==> src/rtl/lcd_cmd_sequencer.sv <==
// Nios II multi-cycle custom instruction driving an 8-bit write-only HD44780 LCD.
// Runs the power-on init sequence after reset, then writes one CPU byte per instruction.
//
// state    | meaning
// PWR_WAIT | power-up delay after reset
// LOAD     | latch RS/D for the next write
// SETUP    | RS/D settling, EN low
// EN_HI    | EN strobe high
// HOLD     | RS/D held, EN low
// EXEC     | LCD execution wait
// IDLE     | init complete, waiting for a request
// DONE     | one-cycle completion pulse to the CPU
module lcd_cmd_sequencer #(
  parameter int T_POWERUP = 750000,
  parameter int T_SETUP   = 3,
  parameter int T_PW      = 25,
  parameter int T_HOLD    = 3,
  parameter int T_EXEC    = 2000,
  parameter int T_LONG    = 82000
) (
  input  logic        clk,
  input  logic        reset,
  input  logic        clk_en,
  input  logic        start,
  input  logic [31:0] dataa,
  input  logic [31:0] datab,
  output logic        done,
  output logic [31:0] result,
  output logic        ready,
  output logic        LCD_RS,
  output logic        LCD_RW,
  output logic        LCD_EN,
  output logic [7:0]  LCD_D
);
  localparam int CMAX = (T_POWERUP > T_LONG) ? T_POWERUP : T_LONG;
  localparam int CW   = $clog2(CMAX + 1);
  localparam logic [2:0] INIT_LAST = 3'd5;

  typedef enum logic [2:0] {PWR_WAIT, LOAD, SETUP, EN_HI, HOLD, EXEC, IDLE, DONE} state_t;

  state_t        state, state_nxt;
  logic [CW-1:0] cnt, cnt_nxt, cnt_last;
  logic          tc;
  logic [2:0]    init_idx;
  logic          req_pend;
  logic [8:0]    req_data;
  logic [7:0]    rom_byte;
  logic          rom_long;
  logic          exec_long;
  logic          unused_bits;

  assign unused_bits = ^{datab, dataa[31:9]};
  assign LCD_RW      = 1'b0;

  always_comb begin
    rom_byte = 8'h06;
    rom_long = 1'b0;
    case (init_idx)
      3'd0:      begin rom_byte = 8'h38; rom_long = 1'b1; end
      3'd1, 3'd2: rom_byte = 8'h38;
      3'd3:      rom_byte = 8'h0C;
      3'd4:      begin rom_byte = 8'h01; rom_long = 1'b1; end
      default:   rom_byte = 8'h06;
    endcase
  end

  // clear (0x01) and home (0x02/0x03) commands need the long execution wait
  assign exec_long = ready ? (!req_data[8] && (req_data[7:2] == 6'd0) && (req_data[1:0] != 2'd0))
                           : rom_long;

  always_comb begin
    cnt_last = '0;
    case (state)
      PWR_WAIT: cnt_last = CW'(T_POWERUP - 1);
      SETUP:    cnt_last = CW'(T_SETUP - 1);
      EN_HI:    cnt_last = CW'(T_PW - 1);
      HOLD:     cnt_last = CW'(T_HOLD - 1);
      EXEC:     cnt_last = exec_long ? CW'(T_LONG - 1) : CW'(T_EXEC - 1);
      default:  cnt_last = '0;
    endcase
  end

  assign tc = (cnt == cnt_last);

  always_comb begin
    state_nxt = state;
    done      = 1'b0;
    LCD_EN    = 1'b0;
    case (state)
      PWR_WAIT: if (tc) state_nxt = LOAD;
      LOAD:     state_nxt = SETUP;
      SETUP:    if (tc) state_nxt = EN_HI;
      EN_HI: begin
        LCD_EN = 1'b1;
        if (tc) state_nxt = HOLD;
      end
      HOLD:     if (tc) state_nxt = EXEC;
      EXEC: begin
        if (tc) begin
          if (ready)                    state_nxt = DONE;
          else if (init_idx != INIT_LAST) state_nxt = LOAD;
          else if (req_pend)            state_nxt = LOAD;
          else                          state_nxt = IDLE;
        end
      end
      IDLE:     if (req_pend) state_nxt = LOAD;
      DONE: begin
        done      = 1'b1;
        state_nxt = IDLE;
      end
      default:  state_nxt = PWR_WAIT;
    endcase
    cnt_nxt = (state_nxt != state || state == IDLE || state == DONE) ? '0 : cnt + CW'(1);
  end

  always_ff @(posedge clk or posedge reset) begin
    if (reset) begin
      state    <= PWR_WAIT;
      cnt      <= '0;
      init_idx <= '0;
      req_pend <= 1'b0;
      req_data <= '0;
      ready    <= 1'b0;
      result   <= '0;
      LCD_RS   <= 1'b0;
      LCD_D    <= '0;
    end else begin
      state <= state_nxt;
      cnt   <= cnt_nxt;
      if (state == LOAD) begin
        LCD_RS <= ready ? req_data[8]   : 1'b0;
        LCD_D  <= ready ? req_data[7:0] : rom_byte;
      end
      if (state == EXEC && tc && !ready) begin
        if (init_idx == INIT_LAST) ready    <= 1'b1;
        else                       init_idx <= init_idx + 3'd1;
      end
      // pending clears as DONE is entered, so a start during DONE is accepted
      if (state_nxt == DONE) begin
        result   <= {23'b0, req_data};
        req_pend <= 1'b0;
      end else if (start && clk_en && !req_pend) begin
        req_pend <= 1'b1;
        req_data <= dataa[8:0];
      end
    end
  end
endmodule
==> config.mk <==
export PLATFORM = sky130hd
export DESIGN_NAME = lcd_cmd_sequencer
export DESIGN_NICKNAME = d
export VERILOG_FILES = /design/src/rtl/lcd_cmd_sequencer.sv
export SDC_FILE = /design/constraint.sdc
export NUM_CORES = 1
export LEC_CHECK = 0
export ABC_AREA = 1
export CORE_UTILIZATION = 42
export CTS_CLUSTER_DIAMETER = 150
export DETAILED_ROUTE_END_ITERATION = 10
export PLACE_DENSITY = 0.77
export SYNTH_ARGS = -nofsm -noshare
export SYNTH_HDL_FRONTEND = slang
export SYNTH_SLANG_ARGS = --single-unit
==> constraint.sdc <==
create_clock -name clk -period 2.1 [get_ports clk]
set_input_delay 0.21 -clock clk [delete_from_list [all_inputs] [get_ports clk]]
set_output_delay 0.21 -clock clk [all_outputs]
set_load 0.02 [all_outputs]
* After elaboration in Yosys (flattened, before gate mapping)
Cells that the tools add are included.
** Operators by class
- Add/sub/neg operators :: 2
- Eq/ne operators :: 16
- Mux-type cells :: 22
- Bitwise operators :: 2
- Reductions and logical operators :: 22
** Operator list (count)
- 20-bit one-hot mux with 4 select lines :: 1
- 3-bit two-way mux :: 9
- 3-bit one-hot mux with 8 select lines :: 1
- 3-bit equality test, second input constant :: 7
- 20-bit by 1-bit adder with 20-bit output, second input constant :: 1
- 20-bit equality test :: 1
- 20-bit two-way mux :: 1
- 6-bit one-hot mux with 3 select lines :: 1
- 17-bit two-way mux :: 1
- 3-bit by 2-bit equality test with 1-bit output, second input constant :: 4
- 8-bit two-way mux :: 1
- 1-bit two-way mux :: 7
- 3-bit by 1-bit equality test with 1-bit output, second input constant :: 2
- 1-bit logical AND :: 6
- 3-bit logical NOT :: 2
- 6-bit logical NOT :: 1
- 2-bit AND reduction :: 3
- 2-bit nonzero test :: 2
- 2-bit OR reduction :: 2
- 3-bit by 1-bit adder with 3-bit output, second input constant :: 1
- 1-bit logical NOT :: 3
- 3-bit inequality test :: 1
- 3-bit inequality test, second input constant :: 1
- 3-bit OR reduction :: 1
- 2 further kinds :: 4
** Word-level totals
- Register bits :: 55
- Input bits :: 68
- Output and inout port bits :: 45
- Word-level logic and storage cells :: 73

* Longest topological paths before layout
Gate-level depths: netlist of run 1.
- Word-level depth :: 13
- Depth in mapped cells :: 19
- Gate-level depth less buffers :: 19

* Least setup slack after synthesis of run 1
No wires, ideal clock.
- Path kind :: register -> register
- Start point :: reg ready
- End point :: reg cnt[10]
- Library setup time :: 0.122 ns
- Data arrival time :: 2.097 ns
- Data required time :: 1.978 ns
- Path slack :: -0.119 ns
- Cell stages (with the launch flop) :: 18
- Buffers on the path :: 2
- Clock period less this slack :: 2.219 ns
- Path through :: dfrtp_1 buf_4 clkinv_1 nand2_1 nand3_1 nand2_1 nand2_1 nand2_1 nand2_1 inv_1 nand2_4 o21ai_2 inv_1 nor2_1 nand2_1 nand3_2 buf_6 nor2_2
** On the way
- Longest elaborated chain between the ends :: 10
- Elaborated cells between the ends (all ways) :: 15
- Classes of those cells :: 2 x eq/ne; 11 x mux; 2 x reduce/logical
** Ends and longest elaborated chain
- from (decl) :: line 29 : output logic ready,
- from (signal assigned) :: line 123 : ready <= 1'b0;
- from (signal assigned) :: line 135 : if (init_idx == INIT_LAST) ready <= 1'b1;
- 1-bit two-way mux :: line 68 : assign exec_long = ready ? (!req_data[8] && (req_data[7:2] == 6'd0) && (req_data[1:0] != 2'd0))
- 17-bit two-way mux :: line 78 : EXEC: cnt_last = exec_long ? CW'(T_LONG - 1) : CW'(T_EXEC - 1);
- 20-bit one-hot mux with 4 select lines :: line 73 : case (state)
- 20-bit equality test :: line 83 : assign tc = (cnt == cnt_last);
- 3-bit two-way mux (on tied branches)
- 3-bit one-hot mux with 8 select lines * :: line 89 : case (state)
- 3-bit inequality test * :: line 113 : cnt_nxt = (state_nxt != state || state == IDLE || state == DONE) ? '0 : cnt + CW'(1);
- 1-bit logical OR * (2 in a row) :: line 113
- 20-bit two-way mux * :: line 113
- named net cnt_nxt[10] :: line 42 : logic [CW-1:0] cnt, cnt_nxt, cnt_last;
- to (signal assigned) :: line 129 : cnt <= cnt_nxt;
- to (decl) :: line 42
Mark *: on every way through the listed nets, which the timed path passes. The rest lies on a longest branch.
A chain may end at the register's enable or synchronous reset.

* Final worst setup path of run 1
- Start point :: reg state[1]
- End point :: reg result[7]
** On the way
- Longest elaborated chain between the ends :: 7
- Elaborated cells between the ends (all ways) :: 19
- Classes of those cells :: 9 x eq/ne; 8 x mux; 2 x reduce/logical
** Ends and longest elaborated chain
- from (decl) :: line 41 : state_t state, state_nxt;
- from (signal assigned) :: line 128 : state <= state_nxt;
- 3-bit equality test or 3-bit by 2-bit equality test with 1-bit output (tied branches) :: line 73, 89
- 2-bit OR reduction (no line)
- 20-bit one-hot mux with 4 select lines :: line 73
- 20-bit equality test :: line 83
- 3-bit two-way mux (on tied branches)
- 3-bit one-hot mux with 8 select lines * :: line 89
- 3-bit equality test * :: line 139 : if (state_nxt == DONE) begin
- to (signal assigned) :: line 140 : result <= {23'b0, req_data};
- to (decl) :: line 28 : output logic [31:0] result,
Mark *: on every way between the ends. The rest lies on a longest branch, timed or not.

==> results.cfg, run 1 <==
[status]
outcome = finished, violations left
violations = negative setup slack

[clocking]
hold_buffers = 0
cts_root_buffer = clkbuf_8
cts.sinks = 55
cts-htree-levels = 2
cts_buffers = 5
cts_buffer_depth = 2
cts_tree = yes
clk_latency_ps = 320
cts.clk_slew.worst_paths_ps = 110

[floorplanning]
num_io_pins = 113
core_mm2 = 0.00818
num_rows = 33
die_h_um = 93.8
fp.dieW_um = 93.8
start_util_pct = 43.3
design.die.area_mm2 = 0.00880

[logic_synthesis]
ys_seq_elements = 55
synth_warnings = 0
ys.flop_type = dfrtp_1
avgSynthCellArea_um2 = 7.74
yosysTopAreaCell = dfrtp_1
netlist_instances = 457
synth_area_mm2 = 0.00354
yosysUniqueCellTypes = 38
synth_top_area_share_pct = 38.9
seq_area_frac_synth_pct = 38.9
synth_edf_count = 0
async_reset_ff_share_pct = 100
post-synth-top-count-cell = nand2_1
synthTopCellsByArea = dfrtp_1, nand2_1, buf_4
synth_common_cells = nand2_1, dfrtp_1, inv_1, nand3_1, nor2_1

[critical_path]
path_class = register to register
worstSetupEndpointType = register
arrival_ps = 2720
worst-path-max-fanout = 21
startpoint = state[1]
r2r-start = state[1]
rrSetupSlack_ps = -410
critPathCapture = result[7]
r2r_end = result[7]
rr_worst_depth = 17
worst_setup_path_start_kind = register
worst_ep_required_time_ps = 2310

[timing]
fmax_mhz = 399
setup_slack_ps = -408
hold_viol_final = 0
tightest_slew_ps = 760
final_max_slew_viol_count = 0
slew_headroom_pct = 48.8
rsz0062_at_grt = true
min_period_ps = 2510
fin_worst_skew_ps = 12.8
setup_viol_count_final = 45
fin_crit_sh_pct = 119
hold-worst-slack_ps = 262

[power]
seqPwrFrac_pct = 56.0
power.share.switching_pct = 27.6
power.internal_uw = 1430
combPwrFrac_pct = 11.9
power.density_mw_per_mm2 = 402
switchingPower_uw = 545
ir_worst_vdd_mv = 0.323
clkPwrFrac_pct = 32.2
p_leak_uw = 0.00246

[place]
gp_routability_congestion = 0.953
io_buffers = 33
placed_cells = 662
detailed_place_hpwl_um = 6360

[final_layout]
antenna_cells = 0
final_cells = 689
layout-drive-gt1-share_pct = 34.2
nNetsFinal = 658
fill_cells = 697
areaGrowthSynthToFinish_pct = 39.0

[routing]
wl_um = 9350
drt_iter0_markers = 158
ant_nets = 0
vias_per_cell = 4.94
wl_per_cell_um = 13.6
drtPass1Iterations = 4
route.detailed.drc = 0
via_count = 3404

[global_route]
grt_pass1_vias = 3264
grt_max_degree = 56
grt_pass1_wl_um = 14300
globalRouteTotalUtil_pct = 20.5
antenna_found_initial = 0
grt_overflow = 0

[min_path]
min_path_type = input pin to asynchronous set/reset pin

[flow_run]
drv_cap = 0
-- metal layers --
layer / global-route usage (%) / wire length, um / vias up
li1: - / - / 1665
met1: 23.7 / 3770 / 1595
met2: 37.2 / 4860 / 111
met3: 3.80 / 400 / 33
met4: 7.95 / 315 / 0
met5: 0 / 0 / -
-- power by group through the flow --
stage	Combinational [uW]	Sequential, uW	Clock (uW)
2_1_floorplan	140	1130	0
3_3_place_gp	225	1130	0
3_5_place_dp	231	1130	0
4_1_cts	233	1110	647
5_1_grt	262	1110	676
6_report	235	1110	636
-- flip-flops by register name, summed over array words and instances, names as in the netlist --
signal	cells
LCD_RS	1
req_data	9
result	9
ready	1
cnt	20
LCD_D	8
init_idx	3
state	3
req_pend	1
-- layout make-up --
cell class	instances	area, um2	share of cell area, %
clock buffers	5	68.8	1.40
clock inverters	3	23.8	0.483
multi-input cells	341	1980	40.3
flip-flops and latches	55	1380	28.1
well taps	105	131	2.67
inverters	52	206	4.20
repair buffers	128	1130	22.9
-- worst max-delay path, cell delays in order (launching register included) --
cell and delay [ps]:
dfrtp_2 490, nor2_4 210, nand2_4 120, nand2_4 140, inv_4 50, nand2_1 80, nand3_2 90, nor2_2 130
nand2_1 70, nor2_1 90, nand2_1 60, nor2_2 160, nand4_1 140, nand2_2 140, nand3_4 110, buf_12 180
nand2_1 80, o21ai_2 50
-- timing repair --
item                       CTS  global route
pin swaps                    5            12
setup buffers               10             5
gates cloned                 1             3
setup endpoints to repair   44            47
resized for setup           12            40
-- metrics by stage --
step / area [um2] / TNS, ps / total power (uW) / util, % / setup slack, ps
after floorplan: 3640 / -343 / 1270 / - / -32.9
after global placement: 4440 / -7700 / 1350 / 54.3 / -251
after detailed placement: 4440 / -11270 / 1360 / 54.3 / -413
after CTS: 4660 / -8250 / 1990 / 57.0 / -238
after global routing: 4920 / -20580 / 2050 / 60.2 / -526
final: 4920 / -15300 / 1980 / 60.2 / -408
-- how the worst min path moves through the flow --
| stage | start | to | depth (start not counted) |
|---|---|---|---|
| final | reset | result[2] | 3 |
| after CTS | reset | result[6] | 3 |
| after detailed placement | req_data[6] | req_data[6] | 2 |
| after floorplan | dataa[6] | req_data[6] | 2 |
| after global routing | reset | cnt[11] | 3 |
| after global placement | req_data[6] | req_data[6] | 2 |
-- layout by cell type (no fill, tap or decap), types with 3 or more instances in the layout --
cell / instances
nand2_1: 118
buf_4: 88
dfrtp_1: 51
inv_1: 42
clkdlybuf4s50_1: 32
nor2_1: 26
nor2_2: 26
conb_1: 24
nand3_1: 20
o21ai_0: 15
nand2_2: 14
nand3_2: 12
xor2_1: 10
o21ai_2: 8
nor3_1: 7
nand4_1: 7
ha_1: 7
a21oi_1: 6
nand3_4: 6
inv_2: 6
o31ai_1: 5
nand2_4: 5
clkbuf_8: 5
nor2_4: 4
dfrtp_2: 4
a2bb2oi_1: 3
nand3b_1: 3
xnor2_1: 3
buf_12: 3
-- kinds of logic (layout without fill, tap and decap cells) --
| logic type | Yosys count | after routing | share of synthesized area, % |
|---|---|---|---|
| adders and majority gates | 7 | 7 | 2.48 |
| DFF | 55 | 55 | 38.9 |
| xor gates and xnor gates | 13 | 13 | 3.22 |
| AOI/OAI and AO/OA | 45 | 45 | 8.66 |
| buffers and inverters | 85 | 188 | 13.3 |
| other | 1 | 24 | 0.106 |
| and+or+nand+nor | 251 | 252 | 33.3 |
Note: power is estimated with default switching activity, not from simulation.
==> run 2, diff against run 1 <==
--- a/config.mk
+++ b/config.mk
@@ -6,10 +6,13 @@
 export NUM_CORES = 1
 export LEC_CHECK = 0
 export ABC_AREA = 1
-export CORE_UTILIZATION = 42
+export CAP_MARGIN = 20
+export CORE_UTILIZATION = 55
 export CTS_CLUSTER_DIAMETER = 150
 export DETAILED_ROUTE_END_ITERATION = 10
-export PLACE_DENSITY = 0.77
+export DONT_BUFFER_PORTS = 1
+export PLACE_DENSITY = 0.73
+export SKIP_CTS_REPAIR_TIMING = 1
 export SYNTH_ARGS = -nofsm -noshare
 export SYNTH_HDL_FRONTEND = slang
 export SYNTH_SLANG_ARGS = --single-unit
==> run 2 against run 1 <==
- the flow still finishes with violations (negative setup slack)
- wire length down 13%
- combinational power down 16%
- sequential cell count did not move
- clock skew is 2.3 ps higher
- clock power is 1% lower
==> results.cfg, run 2 (synthesized netlist as in run 1, its figures left out) <==
[timing]
fin_worst_skew_ps = 15.1
setup_viol_count_final = 41
setup_slack_ps = -339
tightest_slew_ps = 626
final_max_slew_viol_count = 0
fmax_mhz = 410
rsz0062_at_grt = true
slew_headroom_pct = 57.9
fin_crit_sh_pct = 116
min_period_ps = 2440
hold_viol_final = 0

[final_layout]
layout-drive-gt1-share_pct = 32.6
top_regs = cnt: 20 flops, req_data: 9 flops, result: 9 flops
top_register = cnt
fin_util_pct = 72.1
antenna_cells = 0
nNetsFinal = 611
final_cell_mix = nand2_1, buf_4, dfrtp_1
final_common_cell = nand2_1
largest_register_ff_count = 20
areaGrowthSynthToFinish_pct = 23.5

[global_route]
grt_overflow = 0
grt_pass1_wl_um = 12200
globalRouteTotalUtil_pct = 23.7
grt_pass1_vias = 2854
grt_max_degree = 22
antenna_found_initial = 0

[status]
outcome = finished, violations left
violations = negative setup slack

[routing]
wl_um = 8090
drt_iter0_markers = 140
wl_per_cell_um = 13.2
via_count = 3120
route.detailed.drc = 0
vias_per_cell = 5.10
drtPass1Iterations = 4
ant_nets = 0

[critical_path]
worst_ep_required_time_ps = 2350
path_class = register to register
cpMaxStageDelayCell = dfrtp_2
arrival_ps = 2690
slowest_delay_ps = 520
worstSetupEndpointType = register
critical_path.top_delay_family = simple AND/OR/NAND/NOR gates
crit_buf_inv = 4
crit_path_frequent_cell = nand2_1
worst-path-max-fanout = 9
worst_setup_path_start_kind = register
cp_cell_sequence = nor2_4, nand2_4, buf_6, buf_4, nand3_4, nand2_4, nand2_1, nand2_1, nand2_1, inv_2, nand2_4, nand2_1, nand2_1, nand2_2, nand3_1, nand3_4, buf_12, nor2_2

[clocking]
clk_latency_ps = 320
cts_root_buffer = clkbuf_8
cts-htree-levels = 2
cts.clk_slew.worst_paths_ps = 110
cts.sinks = 55
cts_buffers = 5
cts_tree = yes
cts_buffer_depth = 2

[place]
io_buffers = 0
gp_routability_congestion = 0.970
detailed_place_hpwl_um = 6110

[floorplanning]
start_util_pct = 58.4
fp.dieW_um = 82.2
num_rows = 28
design.die.area_mm2 = 0.00676
num_io_pins = 113
die_h_um = 82.2
core_mm2 = 0.00606

[min_path]
min_path_type = input pin to register

[flow_run]
drv_cap = 0

[power]
p_leak_uw = 0.00225
finalPower_uw = 1930
ir_worst_vdd_mv = 0.378
power.density_mw_per_mm2 = 443
run 2: final cells by class:
class	instances	area [um2]
repair buffers	82	688
fillers	466	1690
clock buffers	5	68.8
inverters	52	201
multi-input cells	340	1910
flip-flops and latches	55	1380
clock inverters	3	27.5
well taps	75	93.8
run 2: layer usage:
layer / track usage, % / vias to the layer above / part of all wire (%) / wire length (um)
met5: 0 / - / 0 / 0
met4: 8.07 / 0 / 2.5 / 204
met3: 3.63 / 22 / 3.7 / 300
met2: 44.5 / 77 / 52 / 4170
met1: 27.0 / 1467 / 42 / 3420
li1: - / 1554 / - / -
run 2: through the flow:
stage          TNS, ps  cell area, um2  hold WS, ps  cells  setup WS (ps)
6_report        -11320            4370         40.2    612           -339
5_1_grt         -17760            4370         41.7    612           -496
4_1_cts         -11960            4160         -241    605           -329
3_5_place_dp    -10340            4060          109    597           -293
3_3_place_gp     -7360            4060          101    597           -220
2_1_floorplan     -343            3640          355    480          -32.9
run 2: power by group:
part | internal [uW] | total [uW] | switching (uW) | leakage (uW)
clock | 246 | 629 | 383 | 0.0000463
combinational | 74.1 | 198 | 124 | 0.00147
sequential | 1090 | 1110 | 17.8 | 0.000731
run 2: final timing paths:
| check | slack (ps) | start | endpoint | cells after the start |
|---|---|---|---|---|
| worst max-delay path | -340 | state[0] | cnt[7] | 18 |
| worst min-delay path | 40 | dataa[1] | req_data[1] | 2 |
| worst max register to register | -340 | state[0] | cnt[7] | 18 |
| worst min register to register | 480 | req_data[8] | req_data[8] | 2 |
| max in group asynchronous | 1130 | reset | state[0] | 3 |
| min in group asynchronous | 320 | reset | cnt[9] | 2 |
run 2: worst register-to-register path: cells and delay by family (launching register included):
family        cells  cell delay (ps)
buf+inv           4              530
flops             1              520
simple gates     14             1350
